**src/rtl/fifo_arb_pkg.sv**
```systemverilog
// Shared types and default widths for the FIFO write-side arbiter.
package fifo_arb_pkg;

    typedef enum logic {
        ST_IDLE  = 1'b0,
        ST_GRANT = 1'b1
    } arb_state_e;

    localparam int unsigned DATA_W_DEF    = 8;
    localparam int unsigned MAX_BURST_DEF = 4;
    localparam int unsigned STAT_W        = 16;

    // Burst counter needs to hold MAX_BURST itself without wrapping.
    function automatic int unsigned cnt_width(input int unsigned max_burst);
        return $clog2(max_burst) + 1;
    endfunction

endpackage

```
**src/rtl/rr_pick.sv**
```systemverilog
// Combinational round-robin picker: first set request strictly after `last`, wrapping.
module rr_pick #(
    parameter int unsigned N_REQ = 4,
    localparam int unsigned ID_W = $clog2(N_REQ)
) (
    input  logic [N_REQ-1:0] req,
    input  logic [ID_W-1:0]  last,
    output logic             found,
    output logic [ID_W-1:0]  idx
);

    logic [ID_W-1:0] cand;

    always_comb begin
        found = 1'b0;
        idx   = '0;
        cand  = '0;
        for (int unsigned k = 1; k <= N_REQ; k++) begin
            cand = ID_W'((32'(last) + k) % N_REQ);
            if (!found && req[cand]) begin
                found = 1'b1;
                idx   = cand;
            end
        end
    end

endmodule

```
**src/rtl/fifo_wr_arbiter.sv**
```systemverilog
// Round-robin arbiter sharing one FIFO write port among N_REQ valid/ready producers.
// Optional per-producer beat and stall counters when FIFO_WR_ARB_STATS_EN is defined.
module fifo_wr_arbiter
    import fifo_arb_pkg::*;
#(
    parameter int unsigned N_REQ     = 4,
    parameter int unsigned DATA_W    = DATA_W_DEF,
    parameter int unsigned MAX_BURST = MAX_BURST_DEF,
    localparam int unsigned ID_W     = $clog2(N_REQ)
) (
    input  logic                      clk,
    input  logic                      rst_n,
    input  logic [N_REQ-1:0]          req_valid,
    input  logic [N_REQ*DATA_W-1:0]   req_data,
    output logic [N_REQ-1:0]          req_ready,
    input  logic                      fifo_full,
    output logic                      fifo_wr_en,
    output logic [DATA_W-1:0]         fifo_wr_data,
    output logic                      busy,
`ifdef FIFO_WR_ARB_STATS_EN
    input  logic                      stat_clr,
    output logic [N_REQ*STAT_W-1:0]   stat_beats,
    output logic [STAT_W-1:0]         stat_stall,
`endif
    output logic [ID_W-1:0]           owner_id
);

    localparam int unsigned CNT_W = cnt_width(MAX_BURST);

    arb_state_e        state;
    logic [ID_W-1:0]   owner;
    logic [ID_W-1:0]   last_owner;
    logic [CNT_W-1:0]  beat_cnt;

    logic              pick_found;
    logic [ID_W-1:0]   pick_idx;
    logic              transfer;
    logic [DATA_W-1:0] data_arr [N_REQ];

    rr_pick #(
        .N_REQ (N_REQ)
    ) u_rr_pick (
        .req   (req_valid),
        .last  (last_owner),
        .found (pick_found),
        .idx   (pick_idx)
    );

    always_comb begin
        for (int unsigned i = 0; i < N_REQ; i++) begin
            data_arr[i] = req_data[i*DATA_W +: DATA_W];
        end
    end

    // Write path is driven straight from the registered owner so the FIFO sees no extra latency.
    always_comb begin
        req_ready    = '0;
        transfer     = 1'b0;
        fifo_wr_en   = 1'b0;
        fifo_wr_data = '0;
        if (state == ST_GRANT) begin
            req_ready[owner] = !fifo_full;
            transfer         = req_valid[owner] && !fifo_full;
            fifo_wr_en       = transfer;
            if (transfer) begin
                fifo_wr_data = data_arr[owner];
            end
        end
    end

    // Grant FSM: IDLE arbitrates for one cycle, GRANT holds until burst end or owner drops valid.
    always_ff @(posedge clk or negedge rst_n) begin
        if (!rst_n) begin
            state      <= ST_IDLE;
            owner      <= '0;
            last_owner <= ID_W'(N_REQ - 1);
            beat_cnt   <= '0;
        end else begin
            case (state)
                ST_IDLE: begin
                    if (pick_found) begin
                        owner      <= pick_idx;
                        last_owner <= pick_idx;
                        beat_cnt   <= '0;
                        state      <= ST_GRANT;
                    end
                end
                ST_GRANT: begin
                    if (!req_valid[owner]) begin
                        state <= ST_IDLE;
                    end else if (transfer) begin
                        beat_cnt <= beat_cnt + CNT_W'(1);
                        if (beat_cnt == CNT_W'(MAX_BURST - 1)) begin
                            state <= ST_IDLE;
                        end
                    end
                end
                default: state <= ST_IDLE;
            endcase
        end
    end

    always_comb begin
        busy     = (state == ST_GRANT);
        owner_id = owner;
    end

`ifdef FIFO_WR_ARB_STATS_EN
    logic [STAT_W-1:0] beats_q [N_REQ];
    logic [STAT_W-1:0] stall_q;
    logic              stall_hit;

    always_comb begin
        stall_hit = (state == ST_GRANT) && req_valid[owner] && fifo_full;
    end

    // Saturating counters; a clear wins over a same-cycle increment.
    always_ff @(posedge clk or negedge rst_n) begin
        if (!rst_n) begin
            for (int unsigned i = 0; i < N_REQ; i++) begin
                beats_q[i] <= '0;
            end
            stall_q <= '0;
        end else if (stat_clr) begin
            for (int unsigned i = 0; i < N_REQ; i++) begin
                beats_q[i] <= '0;
            end
            stall_q <= '0;
        end else begin
            if (transfer && (beats_q[owner] != '1)) begin
                beats_q[owner] <= beats_q[owner] + STAT_W'(1);
            end
            if (stall_hit && (stall_q != '1)) begin
                stall_q <= stall_q + STAT_W'(1);
            end
        end
    end

    always_comb begin
        for (int unsigned i = 0; i < N_REQ; i++) begin
            stat_beats[i*STAT_W +: STAT_W] = beats_q[i];
        end
        stat_stall = stall_q;
    end
`endif

endmodule
```
**config.mk**
```make
export PLATFORM = sky130hd
export DESIGN_NAME = fifo_wr_arbiter
export DESIGN_NICKNAME = d
export VERILOG_FILES = /design/src/rtl/fifo_arb_pkg.sv /design/src/rtl/rr_pick.sv /design/src/rtl/fifo_wr_arbiter.sv
export SDC_FILE = /design/constraint.sdc
export NUM_CORES = 1
export LEC_CHECK = 0
export ABC_AREA = 1
export CORE_UTILIZATION = 41
export CTS_CLUSTER_SIZE = 10
export DETAILED_ROUTE_END_ITERATION = 7
export PLACE_DENSITY = 0.8
export SLEW_MARGIN = 20
export SYNTH_ARGS = -nofsm -noshare
export SYNTH_HDL_FRONTEND = slang
export SYNTH_SLANG_ARGS = --single-unit
```
**constraint.sdc**
```tcl
create_clock -name clk -period 1.7 [get_ports clk]
set_input_delay 0.34 -clock clk [delete_from_list [all_inputs] [get_ports clk]]
set_output_delay 0.34 -clock clk [all_outputs]
set_load 0.02 [all_outputs]
```
## Word level (Yosys, flattened, before mapping)

Index checks and enable logic that the tools add are counted.

- Add/sub/neg operators: 5
- Magnitude comparators: 7
- Equal/unequal tests: 4
- Mux-type cells: 36
- Bitwise gates (word level): 3
- Reductions and logical operators: 11

Operators with widths:

| cell | number |
|---|---|
| 8-bit 2-to-1 mux | 4 |
| 8-bit binary-select mux with 2-bit select | 1 |
| 2-bit by 3-bit less-than comparator with 1-bit output (second input constant) | 5 |
| 1-bit 2-to-1 mux | 15 |
| 1-bit binary-select mux with 2-bit select | 5 |
| 3-bit 2-to-1 mux | 3 |
| 2-bit 2-to-1 mux | 4 |
| 3-bit one-hot mux with 2 select lines | 1 |
| 1-bit logical AND | 5 |
| 2-bit by 1-bit adder with 2-bit output (second input constant) | 2 |
| 2-bit adder (second input constant) | 2 |
| 4-bit AND | 1 |
| 1-bit zero test | 4 |
| 4-bit 2-to-1 mux | 1 |
| 2-bit inequality test (second input constant) | 2 |
| 3-bit by 1-bit adder with 3-bit output (second input constant) | 1 |
| 3-bit by 2-bit equality test with 1-bit output (second input constant) | 1 |
| 3-bit >= comparator (second input constant) | 1 |
| 2-bit inverter with 3-bit output | 1 |
| 3-bit AND reduction | 1 |
| 1-bit demux with 2-bit select | 1 |
| 2-bit by 1-bit >= comparator with 1-bit output (second input constant) | 1 |
| 2-bit by 1-bit inequality test with 1-bit output (second input constant) | 1 |
| 1-bit one-hot mux with 2 select lines | 1 |
| 2 further kinds | 2 |

- Register bits: 8
- Input bits: 39
- Output and inout port bits: 16
- Word-level logic and storage cells: 70

## Depth between registers and ports, before layout

- Depth in word-level cells: 15
- Depth in mapped cells: 12
- Mapped depth without buffers: 11

## By module

A second synthesis with hierarchy kept.

- Cells, all modules: 173
- Area, all modules: 1057.3 um^2

Modules (own cells, without submodules):

| module | times used | cells each | area each (um^2) | sequential area each (um^2) |
|---|---|---|---|---|
| fifo_wr_arbiter | 1 | 124 | 767.0 | 202.7 |
| rr_pick | 1 | 49 | 290.3 | 0.0 |

## Worst setup path after synthesis

No wires, ideal clock.

- Path type: flip-flop to output port
- Start point: reg owner[1], in the netlist owner_id[1]
- End point: out fifo_wr_data[0]
- Data arrival time: 1.427 ns
- Required time: 1.360 ns
- Path slack: -0.067 ns
- Cell stages (with the launch flop): 9
- Path buffers: 2
- Cell sequence: dfrtp_1 -> buf_6 -> inv_4 -> nor2_4 -> nand2_2 -> nand4_2 -> nand2_2 -> buf_6 -> a31oi_4

- Cells in the longest elaborated chain, start to end: 6

Ends and longest elaborated chain:

| item | line | source |
|---|---|---|
| start, declared | fifo_wr_arbiter.sv:31 | `logic [ID_W-1:0] owner;` |
| start signal, assigned | fifo_wr_arbiter.sv:82 | `owner <= pick_idx;` |
| 2-bit inverter with 3-bit output (not written as such) | fifo_wr_arbiter.sv:66 | `fifo_wr_data = data_arr[owner];` |
| 8-bit binary-select mux with 2-bit select | fifo_wr_arbiter.sv:66 |  |
| 8-bit 2-to-1 mux (not written as such) (2 in a row) | fifo_wr_arbiter.sv:66 |  |
| 8-bit 2-to-1 mux * | fifo_wr_arbiter.sv:65 | `if (transfer) begin` |
| 8-bit 2-to-1 mux * | fifo_wr_arbiter.sv:61 | `if (state == ST_GRANT) begin` |
| end, declared | fifo_wr_arbiter.sv:18 | `output logic [DATA_W-1:0] fifo_wr_data,` |

Mark *: on every way between the ends. The rest lies on a longest branch, timed or not. The select of a mux whose other input is x is not followed.

## Worst setup path after layout

- Start point: reg owner[0], in the netlist owner_id[0]
- End point: out fifo_wr_data[4]

Same word-level chain as after synthesis.

==> out/metrics.yaml <==
status: "complete, but fails checks"
violations: "setup timing"
wl_per_cell_um: 14.2
cts.path.max_buffers: 2
viasPerCell: 5.11
synth.top_cell.area_share: 0.153
final_nets: 267
place_congestion: 0.821
rows: 18
cts_htree_levels: 1
ys_top_cells_by_count: "nand2_1 (44), nand3_1 (17), nand2_2 (15)"
grt_pass1_wl_mm: 5.08
grt_use_total: 0.237
worst-path-max-fanout: 6
p_sw_mw: 1.62
register_area_um2: 205
hpwlAfterDp_mm: 2.72
fin_ws_ns: -0.217
area_growth_pct: 76.7
stdcell_area_mm2: 0.00197
fin_skew_ns: 0.00182
tightest_slew_ns: 0.369
firstDrtPassIters: 4
cellLeakagePower_nw: 0.885
final_antenna_net_count: 0
cp-end-kind: "primary output"
p_per_area_mw_per_mm2: 1550
grt_pass1_vias: 1256
cts_sinks: 8
ir_worst_vdd_mv: 1.32
hold_viol: 0
synth.avg_cell_area_um2: 7.52
tritoncts: "yes"
cts-root-buf: "clkbuf_4"
netlist_area_mm2: 0.00111
period_share: 1.13
multi_input_area_um2: 861
timing.fmax_mhz: 522
dpl_cell_area_mm2: 0.00179
crit_chain: "nor2_4 -> nand2_2 -> nand4_4 -> nand2_4 -> clkbuf_16 -> a31oi_4 -> buf_6"
grt_overflow: 0
layout-drive-gt1-share: 0.440
fp.dieH_um: 54.1
finalCriticalPeriod_ns: 1.92
clk_latency_ns: 0.26
syn-num-nets: 189
postSynthCellCount: 148
synth-edff-count: 0
whs_ns: 0.359
initialDrtViolationCount: 28
hp-class: "primary input to async pin"
synthArstFlopShare: 1.00
core_area_mm2: 0.00252
ys_seq_area_frac: 0.182
synth_cell_type_count: 28
fillers: 164
start_util: 0.441
relSlewSlack: 0.753
seq_power_share: 0.140
dp_worst_setup_slack_ns: -0.690
clkPwrFrac: 0.053
p_comb_frac: 0.807
path_class: "flop to primary output"
ys_ff_latch: 8
num_io_pins: 55
portBuffers: 54
synth-main-ff-cell: "dfrtp_1"
rsz0062_at_grt: "true"
finalSetupViolCount: 9
yosysMostFrequentCell: "nand2_1"
internal_power_mw: 1.44
diodes: 0
die_x_um: 54.1
setup.worst_path.start_class: "flop"
grt_max_degree: 13
clk_pin_slew_worst_paths_ns: 0.06
drv_cap: 0
antenna_found_initial: 0
die_area_mm2: 0.00293
yosysTopAreaCell: "a31oi_4"
p_total_mw: 3.06
worstPathRequired_ns: 1.36
maxSlewViolCount: 0
yosysWarnings: 0
synth_area_leaders: "a31oi_4 (15%), nand2_1 (15%), dfrtp_1 (13%)"
vias: 1303
finalWirelength_mm: 3.62
cp.arrival_ns: 1.58
cp_slowest_cell: "dfrtp_2"
switching_share: 0.529
drt_drc_violations_left: 0
cts_buffers: 3
cp_slowest_stage_delay_ns: 0.48
## layer usage
layer | vias to the layer above | wire length [um] | global-route usage | part of all wire
li1 | 647 | - | - | -
met1 | 595 | 1360 | 0.240 | 0.38
met2 | 54 | 1960 | 0.496 | 0.54
met3 | 7 | 224 | 0.0311 | 0.062
met4 | 0 | 70 | 0.0556 | 0.019
met5 | - | 0 | 0 | 0
## flip-flops by register name, indices dropped and copies added (netlist names)
name / cells
beat_cnt: 3
busy: 1
last_owner: 2
owner_id: 2
## stage by stage
stage          instances   util  TNS (ns)
2_1_floorplan        148      -    -0.333
3_3_place_gp         244  0.709     -8.44
3_5_place_dp         244  0.709     -8.64
4_1_cts              250  0.728     -1.74
5_1_grt              255  0.780     -2.26
6_report             255  0.780     -1.76
## worst paths after layout
| check | start | endpoint | slack [ns] | cells past startpoint |
|---|---|---|---|---|
| worst max-delay path | owner_id[0] | fifo_wr_data[4] | -0.22 | 7 |
| worst min-delay path | rst_n | beat_cnt[1] | 0.36 | 1 |
| worst max register to register | last_owner[0] | owner_id[0] | 0.10 | 11 |
| worst min register to register | beat_cnt[0] | beat_cnt[0] | 0.53 | 2 |
| max in group asynchronous | rst_n | last_owner[0] | 1.03 | 1 |
| min in group clk | beat_cnt[0] | beat_cnt[0] | 0.53 | 2 |
## timing repair
| action | in CTS | in global routing |
|---|---|---|
| endpoints found under the setup margin | 15 | 15 |
| hold buffers | 0 | 0 |
| resized for setup | 83 | 20 |
| pin swaps | 1 | 3 |
| gates cloned | 0 | 2 |
| setup buffers | 2 | 3 |
## cells by family (layout without fill, tap and decap cells)
group,after synthesis,in the layout,synth area share
buffers and inverters,23,99,0.117
AO/OA/AOI/OAI,20,20,0.227
flip-flops,8,8,0.182
adder cells (fa/ha/maj),2,2,0.0225
AND/OR/NAND/NOR,95,96,0.452
## power by group through the flow
stage	clock [mW]	sequential (mW)	combinational, mW
3_5_place_dp	0	0.435	2.17
3_3_place_gp	0	0.431	2.11
6_report	0.162	0.429	2.47
2_1_floorplan	0	0.375	1.55
4_1_cts	0.163	0.432	2.22
5_1_grt	0.176	0.437	2.67
## worst max-delay path, delay by kind of cell (launching register included)
family | cells | cell delay, ns
buffers and inverters | 2 | 0.30
AND/OR/NAND/NOR | 4 | 0.39
AO/OA/AOI/OAI | 1 | 0.15
flip-flops | 1 | 0.48
## cell type report
class                      count  share of cell area
sequential                     8               0.104
tap                           30              0.0191
inverter                      16              0.0362
timing repair buffer          79               0.390
clock buffer                   4              0.0134
multi-input combinational    118               0.437
## cells in the final DEF (no fill, tap or decap), drive strengths merged, types with 2 or more instances in the layout
cell,n
a22oi,8
a31oi,8
buf,37
clkbuf,5
clkdlybuf4s50,35
dfrtp,6
dfstp,2
dlygate4sd2,3
dlymetal6s2s,3
ha,2
inv,15
nand2,62
nand3,20
nand4,3
nor2,5
nor3,4
o21ai,2
or2,2
(Power assumes the default switching activity.)
